$ cat config.mk
export PLATFORM = sky130hd
export DESIGN_NAME = hazard_ctrl_flat
export DESIGN_NICKNAME = d
export VERILOG_FILES = /design/src/rtl/hazard_ctrl_if.sv /design/src/rtl/hazard_ctrl.sv /design/src/flat_wrapper.sv
export SDC_FILE = /design/constraint.sdc
export NUM_CORES = 1
export LEC_CHECK = 0
export ABC_AREA = 0
export CORE_MARGIN = 3
export CORE_UTILIZATION = 46
export CTS_CLUSTER_DIAMETER = 200
export DETAILED_ROUTE_END_ITERATION = 16
export GPL_TIMING_DRIVEN = 0
export PLACE_DENSITY = 0.78
export SYNTH_ARGS = -nofsm -noshare
export SYNTH_HDL_FRONTEND = slang
export SYNTH_SLANG_ARGS = --single-unit
$ cat constraint.sdc
create_clock -name clk -period 2 [get_ports clk]
set_input_delay 0.3 -clock clk [delete_from_list [all_inputs] [get_ports clk]]
set_output_delay 0.3 -clock clk [all_outputs]
set_load 0.01 [all_outputs]
$ cat src/rtl/hazard_ctrl_if.sv
// rtl/hazard_ctrl_if.sv - hazard inputs and stall/flush controls between pipeline and hazard_ctrl
interface hazard_ctrl_if #(
  parameter int CNT_W = 16
);
  logic             id_valid;
  logic [4:0]       id_rs1_addr;
  logic [4:0]       id_rs2_addr;
  logic             id_uses_rs1;
  logic             id_uses_rs2;
  logic             ex_valid;
  logic [6:0]       ex_opcode;
  logic [4:0]       ex_rd_addr;
  logic             ex_redirect;
  logic             mem_req;
  logic             mem_ready;
  logic             pc_stall;
  logic             if_id_stall;
  logic             if_id_flush;
  logic             id_ex_stall;
  logic             id_ex_flush;
  logic             ex_mem_stall;
  logic             mem_wb_flush;
  logic             halted;
  logic [CNT_W-1:0] stall_cycles;
  logic [CNT_W-1:0] flush_events;

  // Pipeline side: presents stage status, consumes stall/flush controls
  modport master (
    output id_valid, id_rs1_addr, id_rs2_addr, id_uses_rs1, id_uses_rs2,
    output ex_valid, ex_opcode, ex_rd_addr, ex_redirect, mem_req, mem_ready,
    input  pc_stall, if_id_stall, if_id_flush, id_ex_stall, id_ex_flush,
    input  ex_mem_stall, mem_wb_flush, halted, stall_cycles, flush_events
  );

  // Controller side
  modport slave (
    input  id_valid, id_rs1_addr, id_rs2_addr, id_uses_rs1, id_uses_rs2,
    input  ex_valid, ex_opcode, ex_rd_addr, ex_redirect, mem_req, mem_ready,
    output pc_stall, if_id_stall, if_id_flush, id_ex_stall, id_ex_flush,
    output ex_mem_stall, mem_wb_flush, halted, stall_cycles, flush_events
  );
endinterface

$ cat src/rtl/hazard_ctrl.sv
// rtl/hazard_ctrl.sv - stall/flush controller for the 5-stage RV32I pipeline
module hazard_ctrl #(
  parameter int MEM_TIMEOUT = 16,
  parameter int CNT_W       = 16
) (
  input  logic         clk,
  input  logic         rst_,
  hazard_ctrl_if.slave hz
);
  localparam int WCW = $clog2(MEM_TIMEOUT) + 1;
  localparam logic [WCW-1:0] WAIT_LAST = WCW'(MEM_TIMEOUT - 1);
  localparam logic [6:0] OP_LOAD = 7'b0000011;

  typedef enum logic [1:0] {
    RUN      = 2'd0,
    MEM_WAIT = 2'd1,
    HALT     = 2'd2
  } state_t;

  state_t           state_q, state_d;
  logic [WCW-1:0]   wait_cnt_q, wait_cnt_d;
  logic [CNT_W-1:0] stall_cycles_q, stall_cycles_d;
  logic [CNT_W-1:0] flush_events_q, flush_events_d;
  logic             halted_q, halted_d;

  logic memwait, loaduse, redir, rs1_hit, rs2_hit;
  logic freeze, redir_fire;

  // Raw hazard terms from the current stage contents
  always_comb begin
    memwait = hz.mem_req & ~hz.mem_ready;
    redir   = hz.ex_valid & hz.ex_redirect;
    rs1_hit = hz.id_uses_rs1 & (hz.id_rs1_addr == hz.ex_rd_addr);
    rs2_hit = hz.id_uses_rs2 & (hz.id_rs2_addr == hz.ex_rd_addr);
    loaduse = hz.id_valid & hz.ex_valid & (hz.ex_opcode == OP_LOAD) &
              (hz.ex_rd_addr != 5'd0) & (rs1_hit | rs2_hit);
  end

  // Prioritised stall/flush decode; reset forces every control low immediately
  always_comb begin
    hz.pc_stall     = 1'b0;
    hz.if_id_stall  = 1'b0;
    hz.if_id_flush  = 1'b0;
    hz.id_ex_stall  = 1'b0;
    hz.id_ex_flush  = 1'b0;
    hz.ex_mem_stall = 1'b0;
    hz.mem_wb_flush = 1'b0;
    freeze          = (state_q == HALT) | memwait;
    redir_fire      = 1'b0;
    if (!rst_) begin
      if (freeze) begin
        // EX is frozen, so redirect/load-use wait until the freeze lifts
        hz.pc_stall     = 1'b1;
        hz.if_id_stall  = 1'b1;
        hz.id_ex_stall  = 1'b1;
        hz.ex_mem_stall = 1'b1;
        hz.mem_wb_flush = 1'b1;
      end else if (redir) begin
        // The dependent ID instruction is wrong-path anyway, so no load-use stall
        hz.if_id_flush = 1'b1;
        hz.id_ex_flush = 1'b1;
        redir_fire     = 1'b1;
      end else if (loaduse) begin
        // One bubble suffices: the load reaches MEM next cycle and forwards
        hz.pc_stall    = 1'b1;
        hz.if_id_stall = 1'b1;
        hz.id_ex_flush = 1'b1;
      end
    end
  end

  // Next-state: memory-wait tracking with timeout, saturating counters
  always_comb begin
    state_d        = state_q;
    wait_cnt_d     = wait_cnt_q;
    stall_cycles_d = stall_cycles_q;
    flush_events_d = flush_events_q;
    unique case (state_q)
      RUN: begin
        if (memwait) begin
          state_d    = MEM_WAIT;
          wait_cnt_d = WCW'(1);
        end
      end
      MEM_WAIT: begin
        if (!memwait) begin
          state_d    = RUN;
          wait_cnt_d = '0;
        end else if (wait_cnt_q == WAIT_LAST) begin
          state_d    = HALT;
          wait_cnt_d = '0;
        end else begin
          wait_cnt_d = wait_cnt_q + WCW'(1);
        end
      end
      HALT:    state_d = HALT;
      default: state_d = RUN;
    endcase
    if (hz.pc_stall && !(&stall_cycles_q)) begin
      stall_cycles_d = stall_cycles_q + CNT_W'(1);
    end
    if (redir_fire && !(&flush_events_q)) begin
      flush_events_d = flush_events_q + CNT_W'(1);
    end
    halted_d = (state_d == HALT);
  end

  // State, counters and registered halt flag
  always_ff @(posedge clk or posedge rst_) begin
    if (rst_) begin
      state_q        <= RUN;
      wait_cnt_q     <= '0;
      stall_cycles_q <= '0;
      flush_events_q <= '0;
      halted_q       <= 1'b0;
    end else begin
      state_q        <= state_d;
      wait_cnt_q     <= wait_cnt_d;
      stall_cycles_q <= stall_cycles_d;
      flush_events_q <= flush_events_d;
      halted_q       <= halted_d;
    end
  end

  assign hz.halted       = halted_q;
  assign hz.stall_cycles = stall_cycles_q;
  assign hz.flush_events = flush_events_q;
endmodule

$ cat src/flat_wrapper.sv
// flat-port wrapper written by rule: the top's interface ports become plain ports
module hazard_ctrl_flat 
#(
  parameter int MEM_TIMEOUT = 16,
  parameter int CNT_W       = 16
)
  (clk, rst_, hz_id_valid, hz_id_rs1_addr, hz_id_rs2_addr, hz_id_uses_rs1, hz_id_uses_rs2, hz_ex_valid, hz_ex_opcode, hz_ex_rd_addr, hz_ex_redirect, hz_mem_req, hz_mem_ready, hz_pc_stall, hz_if_id_stall, hz_if_id_flush, hz_id_ex_stall, hz_id_ex_flush, hz_ex_mem_stall, hz_mem_wb_flush, hz_halted, hz_stall_cycles, hz_flush_events);
  hazard_ctrl_if #(.CNT_W(CNT_W)) hz_i ();
  input  logic clk;
  input  logic rst_;
  input wire logic [$bits(hz_i.id_valid)-1:0] hz_id_valid;
  input wire logic [$bits(hz_i.id_rs1_addr)-1:0] hz_id_rs1_addr;
  input wire logic [$bits(hz_i.id_rs2_addr)-1:0] hz_id_rs2_addr;
  input wire logic [$bits(hz_i.id_uses_rs1)-1:0] hz_id_uses_rs1;
  input wire logic [$bits(hz_i.id_uses_rs2)-1:0] hz_id_uses_rs2;
  input wire logic [$bits(hz_i.ex_valid)-1:0] hz_ex_valid;
  input wire logic [$bits(hz_i.ex_opcode)-1:0] hz_ex_opcode;
  input wire logic [$bits(hz_i.ex_rd_addr)-1:0] hz_ex_rd_addr;
  input wire logic [$bits(hz_i.ex_redirect)-1:0] hz_ex_redirect;
  input wire logic [$bits(hz_i.mem_req)-1:0] hz_mem_req;
  input wire logic [$bits(hz_i.mem_ready)-1:0] hz_mem_ready;
  output wire logic [$bits(hz_i.pc_stall)-1:0] hz_pc_stall;
  output wire logic [$bits(hz_i.if_id_stall)-1:0] hz_if_id_stall;
  output wire logic [$bits(hz_i.if_id_flush)-1:0] hz_if_id_flush;
  output wire logic [$bits(hz_i.id_ex_stall)-1:0] hz_id_ex_stall;
  output wire logic [$bits(hz_i.id_ex_flush)-1:0] hz_id_ex_flush;
  output wire logic [$bits(hz_i.ex_mem_stall)-1:0] hz_ex_mem_stall;
  output wire logic [$bits(hz_i.mem_wb_flush)-1:0] hz_mem_wb_flush;
  output wire logic [$bits(hz_i.halted)-1:0] hz_halted;
  output wire logic [$bits(hz_i.stall_cycles)-1:0] hz_stall_cycles;
  output wire logic [$bits(hz_i.flush_events)-1:0] hz_flush_events;
  assign hz_i.id_valid = hz_id_valid;
  assign hz_i.id_rs1_addr = hz_id_rs1_addr;
  assign hz_i.id_rs2_addr = hz_id_rs2_addr;
  assign hz_i.id_uses_rs1 = hz_id_uses_rs1;
  assign hz_i.id_uses_rs2 = hz_id_uses_rs2;
  assign hz_i.ex_valid = hz_ex_valid;
  assign hz_i.ex_opcode = hz_ex_opcode;
  assign hz_i.ex_rd_addr = hz_ex_rd_addr;
  assign hz_i.ex_redirect = hz_ex_redirect;
  assign hz_i.mem_req = hz_mem_req;
  assign hz_i.mem_ready = hz_mem_ready;
  assign hz_pc_stall = hz_i.pc_stall;
  assign hz_if_id_stall = hz_i.if_id_stall;
  assign hz_if_id_flush = hz_i.if_id_flush;
  assign hz_id_ex_stall = hz_i.id_ex_stall;
  assign hz_id_ex_flush = hz_i.id_ex_flush;
  assign hz_ex_mem_stall = hz_i.ex_mem_stall;
  assign hz_mem_wb_flush = hz_i.mem_wb_flush;
  assign hz_halted = hz_i.halted;
  assign hz_stall_cycles = hz_i.stall_cycles;
  assign hz_flush_events = hz_i.flush_events;
  hazard_ctrl #(.MEM_TIMEOUT(MEM_TIMEOUT), .CNT_W(CNT_W)) u_core (.clk(clk), .rst_(rst_), .hz(hz_i));
endmodule
* Yosys cells after proc, flatten, opt, wreduce, memory -nomap -nowiden *
Cells that the tools add are included.

word-level totals
  register bits after elaboration = 40
  bits of input ports = 31
  logic and storage cells = 57

cells by class
  add/sub/neg operators = 3
  equal/unequal tests = 8
  multiplexer cells = 20
  bitwise logic cells = 11
  reductions and logical operators = 10

operators by type and width
  cell                     number
  $add A16 B1 Y16 const B  2
  $reduce_and A16 Y1       2
  $mux W5                  3
  $mux W1                  12
  $eq A5 B5 Y1             2
  $pmux W5 S2              1
  $and A1 B1 Y1            8
  $eq A7 B2 Y1 const B     1
  $mux W2                  3
  $pmux W2 S3              1
  $add A5 B1 Y5 const B    1
  $eq A5 B4 Y1 const B     1
  $reduce_bool A5 Y1       1
  $eq A2 B2 Y1 const B     2
  $eq A2 B1 Y1 const B     1
  $logic_and A1 B1 Y1      2
  $logic_not A1 Y1         2
  $logic_not A2 Y1         1
  $ne A2 B1 Y1 const B     1
  $or A1 B1 Y1             2
  $reduce_and A2 Y1        1
  $reduce_bool A2 Y1       1
  $not A1 Y1               1

* Longest topological paths before layout *
  depth after elaboration = 9
  gate-level depth with buffers = 8
  mapped depth without buffers = 7

* Least setup slack after synthesis *
OpenSTA, ideal clock, no wires.

  kind = input to output
  start = input port hz_ex_opcode[2]
  end = output port hz_id_ex_flush
  arrival time = 1,670 ps
  setup slack = 30 ps
  stages = 5
  path buffers = 0
  cell sequence = nor4_2 > nand3b_1 > nor3_2 > nand2_1 > a2111oi_0

on the way
  word-level cells in the longest chain between the ends = 8

ends and longest elaborated chain
  what                         line                RTL
  start, declared              flat_wrapper.sv:17  input wire logic [$bits(hz_i.ex_opcode)-1:0] hz_ex_opcode;
  $eq A7 B2 Y1                 hazard_ctrl.sv:35   loaduse = hz.id_valid & hz.ex_valid & (hz.ex_opcode == OP_LOAD) &
  $and A1 B1 Y1 (2 in series)  hazard_ctrl.sv:35
  $and A1 B1 Y1                hazard_ctrl.sv:36   (hz.ex_rd_addr != 5'd0) & (rs1_hit | rs2_hit);
  $mux W1                      hazard_ctrl.sv:63   end else if (loaduse) begin
  $mux W1                      hazard_ctrl.sv:58   end else if (redir) begin
  $mux W1                      hazard_ctrl.sv:51   if (freeze) begin
  $mux W1                      hazard_ctrl.sv:50   if (!rst_) begin
  end, declared                flat_wrapper.sv:26  output wire logic [$bits(hz_i.id_ex_flush)-1:0] hz_id_ex_flush;

Every way passes these cells.

* Worst setup path in the final report *
  start = input port hz_mem_req
  end = output port hz_pc_stall

on the way
  word-level cells in the longest chain between the ends = 4

ends and longest elaborated chain
  what             line                RTL
  start, declared  flat_wrapper.sv:20  input wire logic [$bits(hz_i.mem_req)-1:0] hz_mem_req;
  $and A1 B1 Y1    hazard_ctrl.sv:31   memwait = hz.mem_req & ~hz.mem_ready;
  $or A1 B1 Y1     hazard_ctrl.sv:48   freeze = (state_q == HALT) | memwait;
  $mux W1          hazard_ctrl.sv:51
  $mux W1          hazard_ctrl.sv:50
  end, declared    flat_wrapper.sv:22  output wire logic [$bits(hz_i.pc_stall)-1:0] hz_pc_stall;

Every way passes these cells.

==> key figures <==
Outcome
  – Outcome: complete, no violations

Clock tree
  – CTS tree: yes
  – CTS clk-pin slew, worst paths: 0.08 ns
  – # H-tree levels: 2
  – CTS Root Cell: clkbuf_8
  – CTS Hold Bufs: 0
  – Max clock buf depth: 2
  – CTS buffer count: 5
  – CTS Sinks: 40
  – Clock latency at the later pin of the worst-skew pair: 0.29 ns

Critical path
  – Critical path launch point type: input port
  – Critical path's slowest cell: clkdlybuf4s50_1
  – Kind of critical path: in2out
  – Most frequent CP cell: nor2_2
  – CP bufs+invs: 4
  – Critical Path AT: 1.65 ns
  – Crit path max-delay family: buffers and inverters
  – Worst-path cell chain: clkdlybuf4s50_1 -> and2b_2 -> nor2_2 -> nor2_2 -> a31oi_4 -> inv_2 -> buf_4 -> buf_2
  – Crit path largest cell delay: 0.41 ns
  – Crit end category: primary output
  – CP max FO: 4
  – Required @ worst endpoint: 1.70 ns

Synth
  – Synth area leaders: dfrtp_1, xor2_1, xnor2_1, nand3_1, nand2_1
  – Largest family of logic cells by synthesized area: simple AND/OR/NAND/NOR gates
  – Syn_area_per_cell: 10.9 µm²
  – Top-count cell post-synth: dfrtp_1
  – Yosys Warn Count: 0
  – Register area share after synthesis: 0.456
  – Post-synthesis mux area share: 0.0171
  – Async SR Flop Fraction: 1.00
  – Post-synth cell types: 45
  – Number of synthesized flops with an enable pin: 0
  – Post-synthesis simple-gate area fraction: 0.263
  – Mapped Nets: 236
  – Synth cell count leaders: dfrtp_1, nand3_1, xor2_1
  – Synth Register Bits: 40
  – Most area-hungry cell type in the Yosys netlist: dfrtp_1
  – Post-Syn Area: 0.00219 mm²
  – Synth Area in Adders: 0.0171
  – Post-Synthesis Cells: 202
  – Area share of the largest cell type after synthesis: 0.456
  – Xor/xnor share of the synthesized area: 0.156
  – Compound-cell area share of the yosys netlist: 0.0604
  – Top_reg_cell synth: dfrtp_1

Finish
  – Nets: 323
  – Synth-to-layout area growth: 44.4%
  – Share of cells above drive strength 1: 0.252
  – N_diodes: 0
  – Fin cells: 342

Place
  – Post-Place Worst Slack: -1.00 ns
  – Dpl hpwl: 3600 µm
  – # port buffers: 70
  – Placed cells: 324
  – Placer congestion estimate: 0.822

GRT
  – Largest net degree at the start of global routing: 41
  – First-pass GRT wire length: 8270 µm
  – Gr usage total: 0.191
  – Global route total overflow: 0
  – Vias in the first global route: 1792
  – Initial antenna violation count: 0

Detailed routing
  – ANT nets after route: 0
  – Drc violations: 0
  – Vias: 1809
  – WL final: 5200 µm
  – Via/cell ratio: 5.29
  – Avg WL per Cell: 15.2 µm
  – Initial drt markers: 72
  – Pre-antenna DRT Iters: 5

Floorplanning
  – Die W: 75.1 µm
  – Initial Utilization: 0.490
  – I/O pin count: 71
  – Row count: 24
  – CORE AREA: 0.00447 mm²
  – Die Ht: 75.1 µm
  – Total die area: 0.00564 mm²

Timing
  – Max Clock Skew: 0.00785 ns
  – Min cycle time layout: 1.95 ns
  – Pins Over Slew Limit: 0
  – Final Setup Violations: 0
  – RSZ-0062 raised after global routing: yes
  – Worst Tran Pin Value: 0.817 ns
  – Maximum clock rate: 513 MHz
  – Worst hold margin: 0.351 ns
  – Final hold violations: 0
  – Final period util: 0.975
  – Fin worst setup slack: 0.0508 ns
  – Max-slew headroom: 0.454

Power and ir drop
  – Power Density: 692 mW/mm²
  – Switch share: 0.302
  – P_int: 1.53 mW
  – Clock Power Share: 0.254
  – Part of the power in registers: 0.481
  – P_sw: 662 µW
  – LEAKAGE: 1.44 nW
  – VDD IR max: 0.518 mV
  – Logic gate share of total power: 0.265

Min path
  – Hold WC Path Type: in2reg

Job
  – Max Cap Viol: 0
## power by group through the flow
stage          Combinational, mW  Sequential [mW]  Clock [mW]
2_1_floorplan              0.222             1.09           0
3_5_place_dp               0.580             1.06           0
4_1_cts                    0.575             1.05       0.575
5_1_grt                    0.638             1.08       0.609
3_3_place_gp               0.568             1.06           0
6_report                   0.581             1.06       0.557
## stage by stage
step | area (µm²) | TNS [ns] | power [mW] | util
after global placement | 2960 | -20.03 | 1.63 | 0.662
after detailed placement | 2960 | -12.08 | 1.64 | 0.662
after floorplan | 2190 | 0 | 1.31 | -
final | 3170 | 0 | 2.19 | 0.708
after global routing | 3170 | -0.127 | 2.32 | 0.708
after CTS | 3100 | -0.102 | 2.20 | 0.694
## worst paths after layout
check,slack [ns],cells after the start,endpoint,from
max,0.05,8,hz_pc_stall,hz_mem_req
min,0.35,2,u_core.state_q[0]$_DFF_PP0_,hz_mem_ready
max reg2reg,0.08,6,u_core.hz.flush_events[7]$_DFFE_PP0P_,u_core.hz.flush_events[7]$_DFFE_PP0P_
min reg2reg,0.48,1,u_core.hz.stall_cycles[9]$_DFFE_PP0P_,u_core.hz.stall_cycles[9]$_DFFE_PP0P_
max in group asynchronous,0.70,2,u_core.state_q[1]$_DFF_PP0_,rst_
min in group asynchronous,0.72,2,u_core.hz.flush_events[15]$_DFFE_PP0P_,rst_
## registers in the layout (all words and copies together), names as in the netlist
name and cells:
u_core.hz.flush_events 16, u_core.hz.stall_cycles 16, u_core.hz.halted 1, u_core.wait_cnt_q 5, u_core.state_q 2
## cell families (layout without fill, tap and decap cells)
logic type,count (synthesis),in the layout
adder cells (fa/ha/maj),3,3
multiplexers,3,3
flip-flops,40,40
buffers and inverters,12,100
AND/OR/NAND/NOR,90,90
AO/OA/AOI/OAI,15,15
XOR/XNOR,39,39
## routing by layer
metal / global-route usage / vias up / routed length [µm]
met4: 0.0455 / 0 / 46
met5: 0 / - / 0
met2: 0.307 / 38 / 2600
met3: 0.0441 / 7 / 168
li1: - / 888 / -
met1: 0.263 / 876 / 2380
## timing repair
item	in CTS	in global routing
pin swaps	28	6
setup buffers	9	3
endpoints found under the setup margin	22	21
gates resized for setup	70	21
## final cells by class
class / instances / area (µm²)
fillers: 333 / 1310
multi-input cells: 150 / 1210
well taps: 52 / 65.1
inverters: 7 / 26.3
clock inverters: 1 / 7.51
flip-flops and latches: 40 / 1010
plain buffers: 4 / 33.8
repair buffers: 81 / 731
clock buffers: 7 / 86.3
## placed cells by master, fill, tap and decap left out, types with 5 or more instances in the layout
master,count
buf_2,6
buf_4,14
clkbuf_8,6
clkdlybuf4s50_1,38
dfrtp_1,36
dlygate4sd2_1,16
inv_1,5
nand2_1,14
nand3_1,18
nand4_1,5
nor2_1,7
nor3_1,6
xnor2_1,19
xor2_1,20
Power figures use the tool's default switching activity.
